<file path="config.mk">
export PLATFORM = sky130hd
export DESIGN_NAME = mult_controlunit_flat
export DESIGN_NICKNAME = d
export VERILOG_FILES = /design/src/rtl/mult_pkg.sv /design/src/rtl/mult_controlunit_if.sv /design/src/rtl/mult_controlunit_iter_counter.sv /design/src/rtl/mult_controlunit.sv /design/src/flat_wrapper.sv
export SDC_FILE = /design/constraint.sdc
export NUM_CORES = 1
export LEC_CHECK = 0
export CAP_MARGIN = 30
export CORE_AREA = 3 3 40 42
export CTS_CLUSTER_DIAMETER = 40
export DETAILED_ROUTE_END_ITERATION = 8
export DIE_AREA = 0 0 43 45
export PLACE_DENSITY = 0.58
export SLEW_MARGIN = 40
export SYNTH_ARGS = -nofsm -noshare
export SYNTH_HDL_FRONTEND = slang
export SYNTH_SLANG_ARGS = --single-unit
</file>
<file path="constraint.sdc">
create_clock -name clk -period 4.7 [get_ports clk]
set_clock_uncertainty 0.15 [all_clocks]
set_input_delay 0.47 -clock clk [delete_from_list [all_inputs] [get_ports clk]]
set_output_delay 0.47 -clock clk [all_outputs]
set_load 0.02 [all_outputs]
</file>
<file path="src/rtl/mult_pkg.sv">
// rtl/mult_pkg.sv - shared types and helpers for the shift-and-add multiplier controller
package mult_pkg;

  // Controller states; all four encodings are in use
  typedef enum logic [1:0] {
    IDLE = 2'b00,
    LOAD = 2'b01,
    CALC = 2'b10,
    DONE = 2'b11
  } state_e;

  // Width of the iteration index; never narrower than one bit
  function automatic int iter_width(input int width);
    if (width <= 2) return 1;
    return $clog2(width);
  endfunction

endpackage

</file>
<file path="src/rtl/mult_controlunit_if.sv">
// rtl/mult_controlunit_if.sv - control/handshake bundle between controller and multiplier datapath
interface mult_controlunit_if
  import mult_pkg::*;
#(
  parameter int WIDTH = 8
);

  logic                          inputdata_ready;
  logic                          multiplier_lsb;
  logic                          result_ack;
  logic                          loaddata;
  logic                          add_en;
  logic                          shift_en;
  logic                          busy;
  logic                          done;
  logic [iter_width(WIDTH)-1:0]  iter;

  // Controller side: consumes requests and datapath status, drives commands
  modport master (
    input  inputdata_ready,
    input  multiplier_lsb,
    input  result_ack,
    output loaddata,
    output add_en,
    output shift_en,
    output busy,
    output done,
    output iter
  );

  // Datapath / environment side
  modport slave (
    output inputdata_ready,
    output multiplier_lsb,
    output result_ack,
    input  loaddata,
    input  add_en,
    input  shift_en,
    input  busy,
    input  done,
    input  iter
  );

endinterface

</file>
<file path="src/rtl/mult_controlunit_iter_counter.sv">
// rtl/mult_controlunit_iter_counter.sv - iteration counter with clear, enable and last-iteration flag
module iter_counter
  import mult_pkg::*;
#(
  parameter  int WIDTH = 8,
  localparam int CW    = iter_width(WIDTH)
) (
  input  logic          clk,
  input  logic          reset,
  input  logic          clear,
  input  logic          en,
  output logic [CW-1:0] count,
  output logic          last
);

  logic [CW-1:0] count_q;
  logic [CW-1:0] count_d;

  // Clear has priority so LOAD always starts the sequence from zero
  always_comb begin
    count_d = count_q;
    if (clear) begin
      count_d = '0;
    end else if (en) begin
      count_d = count_q + 1'b1;
    end
  end

  // Counter register, asynchronously cleared
  always_ff @(posedge clk or negedge reset) begin
    if (!reset) begin
      count_q <= '0;
    end else begin
      count_q <= count_d;
    end
  end

  assign count = count_q;
  assign last  = (count_q == CW'(WIDTH - 1));

endmodule

</file>
<file path="src/rtl/mult_controlunit.sv">
// rtl/mult_controlunit.sv - sequencing FSM for a WIDTH-bit shift-and-add multiplier
module mult_controlunit
  import mult_pkg::*;
#(
  parameter int WIDTH = 8
) (
  input  logic                clk,
  input  logic                reset,
  mult_controlunit_if.master  bus
);

  localparam int CW = iter_width(WIDTH);

  state_e        state_q;
  state_e        state_d;
  logic          cnt_clear;
  logic          cnt_en;
  logic          cnt_last;
  logic [CW-1:0] cnt_value;

  // Counter is zeroed during LOAD and frozen on the final CALC step so iter
  // keeps showing WIDTH-1 once the result is ready
  assign cnt_clear = (state_q == LOAD);
  assign cnt_en    = (state_q == CALC) && !cnt_last;

  iter_counter #(
    .WIDTH (WIDTH)
  ) u_iter_counter (
    .clk   (clk),
    .reset (reset),
    .clear (cnt_clear),
    .en    (cnt_en),
    .count (cnt_value),
    .last  (cnt_last)
  );

  // State register; reset forces IDLE asynchronously
  always_ff @(posedge clk or negedge reset) begin
    if (!reset) begin
      state_q <= IDLE;
    end else begin
      state_q <= state_d;
    end
  end

  // Next-state logic; requests are only looked at in IDLE and DONE
  always_comb begin
    state_d = state_q;
    case (state_q)
      IDLE: begin
        if (bus.inputdata_ready) state_d = LOAD;
      end
      LOAD: begin
        state_d = CALC;
      end
      CALC: begin
        if (cnt_last) state_d = DONE;
      end
      DONE: begin
        if (bus.result_ack) begin
          state_d = bus.inputdata_ready ? LOAD : IDLE;
        end
      end
      default: begin
        state_d = IDLE;
      end
    endcase
  end

  // Output decode; add_en follows the multiplier LSB only while calculating
  always_comb begin
    bus.loaddata = 1'b0;
    bus.add_en   = 1'b0;
    bus.shift_en = 1'b0;
    bus.busy     = 1'b0;
    bus.done     = 1'b0;
    case (state_q)
      LOAD: begin
        bus.loaddata = 1'b1;
        bus.busy     = 1'b1;
      end
      CALC: begin
        bus.busy     = 1'b1;
        bus.shift_en = 1'b1;
        bus.add_en   = bus.multiplier_lsb;
      end
      DONE: begin
        bus.done     = 1'b1;
      end
      default: begin
        bus.loaddata = 1'b0;
      end
    endcase
  end

  assign bus.iter = cnt_value;

endmodule

</file>
<file path="src/flat_wrapper.sv">
// flat-port wrapper written by rule: the top's interface ports become plain ports
module mult_controlunit_flat import mult_pkg::*;
#(
  parameter int WIDTH = 8
)
  (clk, reset, bus_inputdata_ready, bus_multiplier_lsb, bus_result_ack, bus_loaddata, bus_add_en, bus_shift_en, bus_busy, bus_done, bus_iter);
  mult_controlunit_if #(.WIDTH(WIDTH)) bus_i ();
  input  logic clk;
  input  logic reset;
  input wire logic [$bits(bus_i.inputdata_ready)-1:0] bus_inputdata_ready;
  input wire logic [$bits(bus_i.multiplier_lsb)-1:0] bus_multiplier_lsb;
  input wire logic [$bits(bus_i.result_ack)-1:0] bus_result_ack;
  output wire logic [$bits(bus_i.loaddata)-1:0] bus_loaddata;
  output wire logic [$bits(bus_i.add_en)-1:0] bus_add_en;
  output wire logic [$bits(bus_i.shift_en)-1:0] bus_shift_en;
  output wire logic [$bits(bus_i.busy)-1:0] bus_busy;
  output wire logic [$bits(bus_i.done)-1:0] bus_done;
  output wire logic [$bits(bus_i.iter)-1:0] bus_iter;
  assign bus_i.inputdata_ready = bus_inputdata_ready;
  assign bus_i.multiplier_lsb = bus_multiplier_lsb;
  assign bus_i.result_ack = bus_result_ack;
  assign bus_loaddata = bus_i.loaddata;
  assign bus_add_en = bus_i.add_en;
  assign bus_shift_en = bus_i.shift_en;
  assign bus_busy = bus_i.busy;
  assign bus_done = bus_i.done;
  assign bus_iter = bus_i.iter;
  mult_controlunit #(.WIDTH(WIDTH)) u_core (.clk(clk), .reset(reset), .bus(bus_i));
endmodule
</file>
# After elaboration in Yosys (flattened, before gate mapping)
# Index checks and enable logic that the tools add are counted.
[totals]
ff_bits = 5
inputBits = 5
output_inout_bits = 8
[op_classes]
add_sub_neg = 1
n_eq_ne = 7
mux = 12
reduce_logical = 6
[op_table]
columns = ["cell", "n"]
rows = [
  ["one-hot mux 2 bit (4 select lines)", 1],
  ["two-way mux 1 bit", 6],
  ["two-way mux 2 bit", 3],
  ["two-way mux 3 bit", 2],
  ["equality test 2 bit (second input constant)", 2],
  ["inequality test 2 bit (second input constant)", 2],
  ["adder 3 x 1 -> 3 bit (second input constant)", 1],
  ["equality test 3 bit (second input constant)", 1],
  ["AND reduction 3 bit", 1],
  ["equality test 2 x 1 -> 1 bit (second input constant)", 1],
  ["logical NOT 2 bit", 1],
  ["inequality test 2 x 1 -> 1 bit (second input constant)", 1],
  ["nonzero test 2 bit", 1],
  ["OR reduction 2 bit", 1],
  ["logical AND 1 bit", 1],
  ["logical NOT 1 bit", 1],
]

# Depth between registers and ports, before layout
# Gate-level depths: netlist (run 1).
[logic_depth]
word_depth = 5
mapped_depth = 6
depth_no_buf = 5

# Modules after synthesis
# From an unflattened synthesis (run 1), not the netlist that was laid out.
[hier_totals]
hier_cells = 32
area_unflattened_um2 = 340.3
[by_module_without_submodules]
columns = ["module", "n_inst", "cells_per_inst", "area_each_um2", "seq_area_each_um2"]
rows = [
  ["mult_controlunit", 1, 21, 200.2, 50.0],
  ["iter_counter", 1, 11, 140.1, 75.1],
]

# Least setup slack after synthesis (run 1)
# No wires, ideal clock.
[synth_timing]
path_type = "register -> register"
startpoint = "register u_core.state_q[0]"
endpoint = "register u_core.state_q[1]"
setup_ns = 0.128
arrival_time_ns = 1.560
required_time_ns = 4.422
setup_slack_ns = 2.862
path_stages_with_launch = 7
path_cell_list = "dfrtp_1 inv_1 ha_1 nor2b_4 buf_6 nor3_4 mux2_1"
[synth_via]
elab_chain_cells = 3
word_cells_on_any_way = 9
[synth_lines]
columns = ["element", "line", "source"]
rows = [
  ["start: declaration", "mult_controlunit.sv:14", "state_e state_q;"],
  ["start signal: assignment", "mult_controlunit.sv:42", "state_q <= state_d;"],
  ["equality test 2 bit or logical NOT 2 bit (tied branches)", "mult_controlunit.sv:49", "case (state_q)"],
  ["inequality test 2 x 1 -> 1 bit (no source line) or inequality test 2 bit (tied branches)", "-", ""],
  ["AND reduction 3 bit (no source line)", "-", ""],
]
# Several ways; a longest one is shown, not always the timed one.
# A chain may end at the register's enable or synchronous reset.

# Worst setup path after layout (run 1)
[layout_timing]
startpoint = "register u_core.state_q[0]"
endpoint = "output port bus_add_en"
[layout_via]
elab_chain_cells = 2
[layout_lines]
columns = ["element", "line", "source"]
rows = [
  ["equality test 2 bit", "mult_controlunit.sv:77", "case (state_q)"],
  ["two-way mux 1 bit", "mult_controlunit.sv:77", ""],
  ["end: declaration", "flat_wrapper.sv:14", "output wire logic [$bits(bus_i.add_en)-1:0] bus_add_en;"],
]
# No other way between the ends.

==> results.yml, run 1 <==
floorplanning:
  dieWidth_um: 43
  core_mm2: 0.00128
  fp.dieH_um: 45
  initial_core_util_pct: 29.0
  num_rows: 13
  io_pins: 13
  dieArea_mm2: 0.00194
worst_hold_path:
  hp-class: "in2async"
critical_path:
  worstPathCellList: "inv_1 -> ha_1 -> and2_1 -> clkdlybuf4s50_1"
  endpoint_kind: "primary output"
  arrival_ps: 1710
  crit_family: "buffers and inverters"
  slowest_stage: "clkdlybuf4s50_1"
  crit_required_ps: 4080
  slowest_delay_ps: 590
  path_max_fanout: 4
  critPathBufInv: 2
  worstSetupStartpointType: "register"
  crit_type: "reg2out"
grt:
  grt_pass1_vias: 261
  grt-ovfl-total: 0
  grt_first_pass_wirelength_um: 1010
  grt.total_usage_pct: 6.87
  antenna_found_initial: 0
  grt_max_degree: 6
final_layout:
  drive_gt1_share_pct: 15.2
  syn_to_final_growth_pct: 41.3
  stdcell_area_um2: 527
  antenna_cells: 0
  final_nets: 59
drt:
  via_count: 261
  ant_nets: 0
  drt_iter0_drc: 0
  route.detailed.drc: 0
  first_pass_iters: 1
  viasPerCell: 4.28
  post_drt_wl_per_cell_um: 10.3
  wirelength_um: 626
clock_tree:
  cts_hold_buf: 0
  clk_pin_slew_ps: 40
  cts_tree: "yes"
  post_cts_buffers: 0
  cts-root-buf: "clkbuf_4"
  htreeDepth: 1
  cts_made_buffers: 3
  insertion_delay_ps: 230
  cts-resized-gates: 0
  clkSinkCount: 5
  clock_path_buffers: 2
power_and_ir_drop:
  ir_worst_vdd_mv: 0.269
  cellPowerDensity_mw_per_mm2: 738
  p_leak_nw: 0.249
sta:
  timing.fmax_mhz: 430
  period_share_pct: 49.5
  fin_ws_ps: 2370
  hold_viol_final: 0
  finalSetupTns_ps: 0
  rsz0062_at_grt: "no"
  tightestPinTransition_ps: 284
  drv_slew: 0
  finalSetupViolations: 0
  layout_min_cycle_time_ps: 2330
  worst_slew_margin_rel_pct: 80.9
logic_synthesis:
  synth_commonest_cells: "ha_1, dfrtp_1, nor2_1"
  synth-compound-area-share_pct: 6.04
  async_flop_share_pct: 100
  ys_seq_elements: 5
  yosysUniqueCellTypes: 15
  syn_area_um2: 373
  ys.flop_type: "dfrtp_1"
  ys_warn_count: 0
  synth_edf_count: 0
  yosys.area.top_type: "dfrtp_1"
  synth.top_cell.area_share_pct: 33.6
  synth_top_family_by_area: "adder cells"
  synth_nets: 43
  synth.yosys.seq_area_share_pct: 33.6
  synth_adder_area_share_pct: 23.5
  yosys.area_share.simple_pct: 21.1
  avgSynthCellArea_um2: 12.0
  synth.area.top_cells: "dfrtp_1, ha_1, mux2i_1, nor3_4, a2bb2oi_2"
  synth_mux_area_share_pct: 8.39
  synthXorXnorAreaFrac_pct: 2.35
  synth_most_common_cell: "ha_1"
  syn_inst: 31
placed_design:
  gpl.final_weighted_congestion: 0.663
  port_buffers: 12
  placed_cell_area_um2: 500
  hpwl_um: 557
  pre_cts_ws_ps: 2460
run:
  cap_violations: 0
run_status:
  status: "finished clean"
stage by stage:
stage	std cells	power (mW)	hold slack, ps	util [%]
CTS	61	0.397	304	41.0
global placement	57	0.338	394	38.9
finish	61	0.389	302	41.0
detailed placement	57	0.347	418	38.9
floorplan	31	0.266	24.4	-
global route	61	0.422	309	41.0
final timing paths:
| check | startpoint | end | slack [ps] | cells after the start |
|---|---|---|---|---|
| setup / recovery | u_core.state_q[0]$_DFFE_PN0P_ | bus_add_en | 2370 | 4 |
| hold / removal | reset | u_core.u_iter_counter.count[0]$_DFFE_PN0P_ | 300 | 1 |
| setup reg to reg | u_core.state_q[0]$_DFFE_PN0P_ | u_core.state_q[1]$_DFFE_PN0P_ | 2950 | 5 |
| hold reg to reg | u_core.u_iter_counter.count[2]$_DFFE_PN0P_ | u_core.u_iter_counter.count[2]$_DFFE_PN0P_ | 420 | 2 |
| max in group asynchronous | reset | u_core.state_q[0]$_DFFE_PN0P_ | 3920 | 1 |
| min in group clk | u_core.u_iter_counter.count[2]$_DFFE_PN0P_ | u_core.u_iter_counter.count[2]$_DFFE_PN0P_ | 420 | 2 |
cell families (layout without fill, tap and decap cells):
logic type / after synthesis / in the layout
simple gates: 10 / 10
xor+xnor: 1 / 1
mux: 3 / 3
buf+inv: 3 / 18
flops: 5 / 5
compound gates: 2 / 2
fa+ha+maj: 7 / 7
area by class of cell:
cell class	instances	area, µm²
clock buffer	4	26.3
tap	15	18.8
multi-input combinational	23	229
sequential	5	125
inverter	2	7.51
fill	131	758
timing repair buffer	12	120
report_power, final:
| group | switching, mW | total (mW) | internal [mW] |
|---|---|---|---|
| registers | 0.0190 | 0.0814 | 0.0624 |
| clock network | 0.0157 | 0.0477 | 0.0320 |
| logic | 0.128 | 0.259 | 0.131 |
metal layers:
metal	vias to the layer above	routed length [µm]	GRT usage (%)
met5	-	0	0
met4	0	0	5.42
met3	0	27	0.398
met2	5	349	12.3
met1	124	249	7.60
li1	132	-	-
sequential cells by signal, indices dropped and copies added, names as in the netlist:
signal,count
u_core.u_iter_counter.count,3
u_core.state_q,2
placed cells by master, fill, tap and decap left out:
cell | Yosys | final
a211oi_1 | 1 | 1
a2bb2oi_2 | 1 | 1
and2_1 | 1 | 1
and2b_1 | 2 | 2
clkbuf_1 | 0 | 1
clkbuf_4 | 0 | 3
clkdlybuf4s50_1 | 0 | 12
dfrtp_1 | 5 | 5
ha_1 | 7 | 7
inv_1 | 2 | 2
mux2_1 | 1 | 1
mux2i_1 | 2 | 2
nor2_1 | 4 | 4
nor2b_4 | 1 | 1
nor3_4 | 1 | 1
nor4_2 | 1 | 1
xnor2_1 | 1 | 1
Power figures use the tool's default switching activity.
==> inputs of run 2 (changes only) <==
--- a/config.mk
+++ b/config.mk
@@ -10,7 +10,7 @@
 export CTS_CLUSTER_DIAMETER = 40
 export DETAILED_ROUTE_END_ITERATION = 8
 export DIE_AREA = 0 0 43 45
-export PLACE_DENSITY = 0.58
+export PLACE_DENSITY = 0.6
 export SLEW_MARGIN = 40
 export SYNTH_ARGS = -nofsm -noshare
 export SYNTH_HDL_FRONTEND = slang
==> constraint.sdc (replaced) <==
create_clock -name clk -period 2.1 [get_ports clk]
set_clock_uncertainty 0.15 [all_clocks]
set_input_delay 0.21 -clock clk [delete_from_list [all_inputs] [get_ports clk]]
set_output_delay 0.21 -clock clk [all_outputs]
set_load 0.02 [all_outputs]
==> results.yml, run 2 (synthesized netlist as in run 1, its figures left out) <==
clock_tree:
  cts_tree: "yes"
  post_cts_buffers: 0
  clkSinkCount: 5
  insertion_delay_ps: 240
  cts_made_buffers: 3
  clock_path_buffers: 2
  htreeDepth: 1
  cts-resized-gates: 0
  cts_hold_buf: 0
  cts-root-buf: "clkbuf_4"
  clk_pin_slew_ps: 40
critical_path:
  worstPathCellList: "inv_1 -> ha_1 -> clkdlybuf4s50_1"
  rr_endpoint: "u_core.state_q[1]$_DFFE_PN0P_"
  arrival_ps: 1640
  crit_required_ps: 1740
  reg2reg_from: "u_core.state_q[0]$_DFFE_PN0P_"
  crit_type: "reg2out"
  path_max_fanout: 4
  worstSetupStartpointType: "register"
  r2r_slack_ps: 380
  slowest_stage: "clkdlybuf4s50_1"
  endpoint_kind: "primary output"
  r2r_cells: 5
  slowest_delay_ps: 600
grt:
  grt.total_usage_pct: 6.80
  grt-ovfl-total: 0
  antenna_found_initial: 0
  grt_max_degree: 6
  grt_first_pass_wirelength_um: 945
  grt_pass1_vias: 254
floorplanning:
  initial_core_util_pct: 29.0
  core_mm2: 0.00128
  io_pins: 13
  dieArea_mm2: 0.00194
  num_rows: 13
  dieWidth_um: 43
  fp.dieH_um: 45
power_and_ir_drop:
  ir_worst_vdd_mv: 0.527
  finalPower_mw: 0.861
  p_leak_nw: 0.265
  cellPowerDensity_mw_per_mm2: 1630
sta:
  whs_ps: 39.9
  period_share_pct: 95.4
  drv_slew: 0
  tightestPinTransition_ps: 273
  finalSetupViolations: 0
  finalSetupTns_ps: 0
  worst_slew_margin_rel_pct: 81.7
  layout_min_cycle_time_ps: 2000
  timing.fmax_mhz: 499
  rsz0062_at_grt: "no"
  hold_viol_final: 0
final_layout:
  drive_gt1_share_pct: 15.2
  final_nets: 59
  final_common_cell: "clkdlybuf4s50_1"
  layout_common_cells: "clkdlybuf4s50_1, ha_1, dfrtp_1"
  syn_to_final_growth_pct: 41.9
  largest_register_ffs: 3
  fin_util_pct: 41.2
  antenna_cells: 0
  fill_cells: 126
drt:
  route.detailed.drc: 0
  post_drt_wl_per_cell_um: 9.74
  first_pass_iters: 2
  ant_nets: 0
  wirelength_um: 594
  drt_iter0_drc: 1
  via_count: 249
  viasPerCell: 4.08
placed_design:
  gpl.final_weighted_congestion: 0.664
  port_buffers: 12
run:
  cap_violations: 0
run_status:
  status: "finished clean"
worst_hold_path:
  hp-class: "in2async"
run 2: cell types whose count changed in the layout (fill, tap and decap cells not counted):
cell             before  now
clkdlybuf4s50_1      12   11
dlymetal6s2s_1        0    1
run 2: stage by stage:
stage | instance area (µm²) | worst slack, ps | cells
floorplan | 373 | 262 | 31
global placement | 500 | 315 | 57
detailed placement | 500 | 272 | 57
CTS | 527 | 12.1 | 61
global route | 529 | 22.7 | 61
finish | 529 | 97.6 | 61
run 2: final cells by class:
cell class / instances / area [µm²] / share of cell area [%]
clock buffers: 4 / 26.3 / 4.96
inverters: 2 / 7.51 / 1.42
multi-input cells: 23 / 229 / 43.3
flip-flops and latches: 5 / 125 / 23.6
well taps: 15 / 18.8 / 3.55
repair buffers: 12 / 123 / 23.2
run 2: worst max-delay path by stage:
stage	startpoint	endpoint	slack (ps)	cells past startpoint
2_1_floorplan	u_core.state_q[0]$_DFFE_PN0P_	u_core.state_q[1]$_DFFE_PN0P_	260	6
3_3_place_gp	u_core.state_q[0]$_DFFE_PN0P_	bus_add_en	310	4
3_5_place_dp	u_core.state_q[0]$_DFFE_PN0P_	bus_add_en	270	4
4_1_cts	u_core.state_q[0]$_DFFE_PN0P_	bus_add_en	10	4
5_1_grt	u_core.state_q[0]$_DFFE_PN0P_	bus_busy	20	3
6_report	u_core.state_q[0]$_DFFE_PN0P_	bus_busy	100	3
run 2: power by group:
group / switching (mW) / total (mW) / internal [mW]
sequential: 0.0401 / 0.180 / 0.140
clock: 0.0347 / 0.106 / 0.0715
combinational: 0.284 / 0.575 / 0.291
total: 0.359 / 0.861 / 0.503
run 2: routing by layer:
layer | global-route usage [%] | up-vias | part of all wire (%)
li1 | - | 132 | -
met1 | 7.88 | 111 | 40
met2 | 9.58 | 6 | 52
met3 | 1.99 | 0 | 7.6
met4 | 7.23 | 0 | 0
met5 | 0 | - | 0
run 2: worst max-delay path, delay by kind of cell (launching register included):
family     cells  cell delay, ps
fa+ha+maj      1             300
flops          1             400
buf+inv        2             710
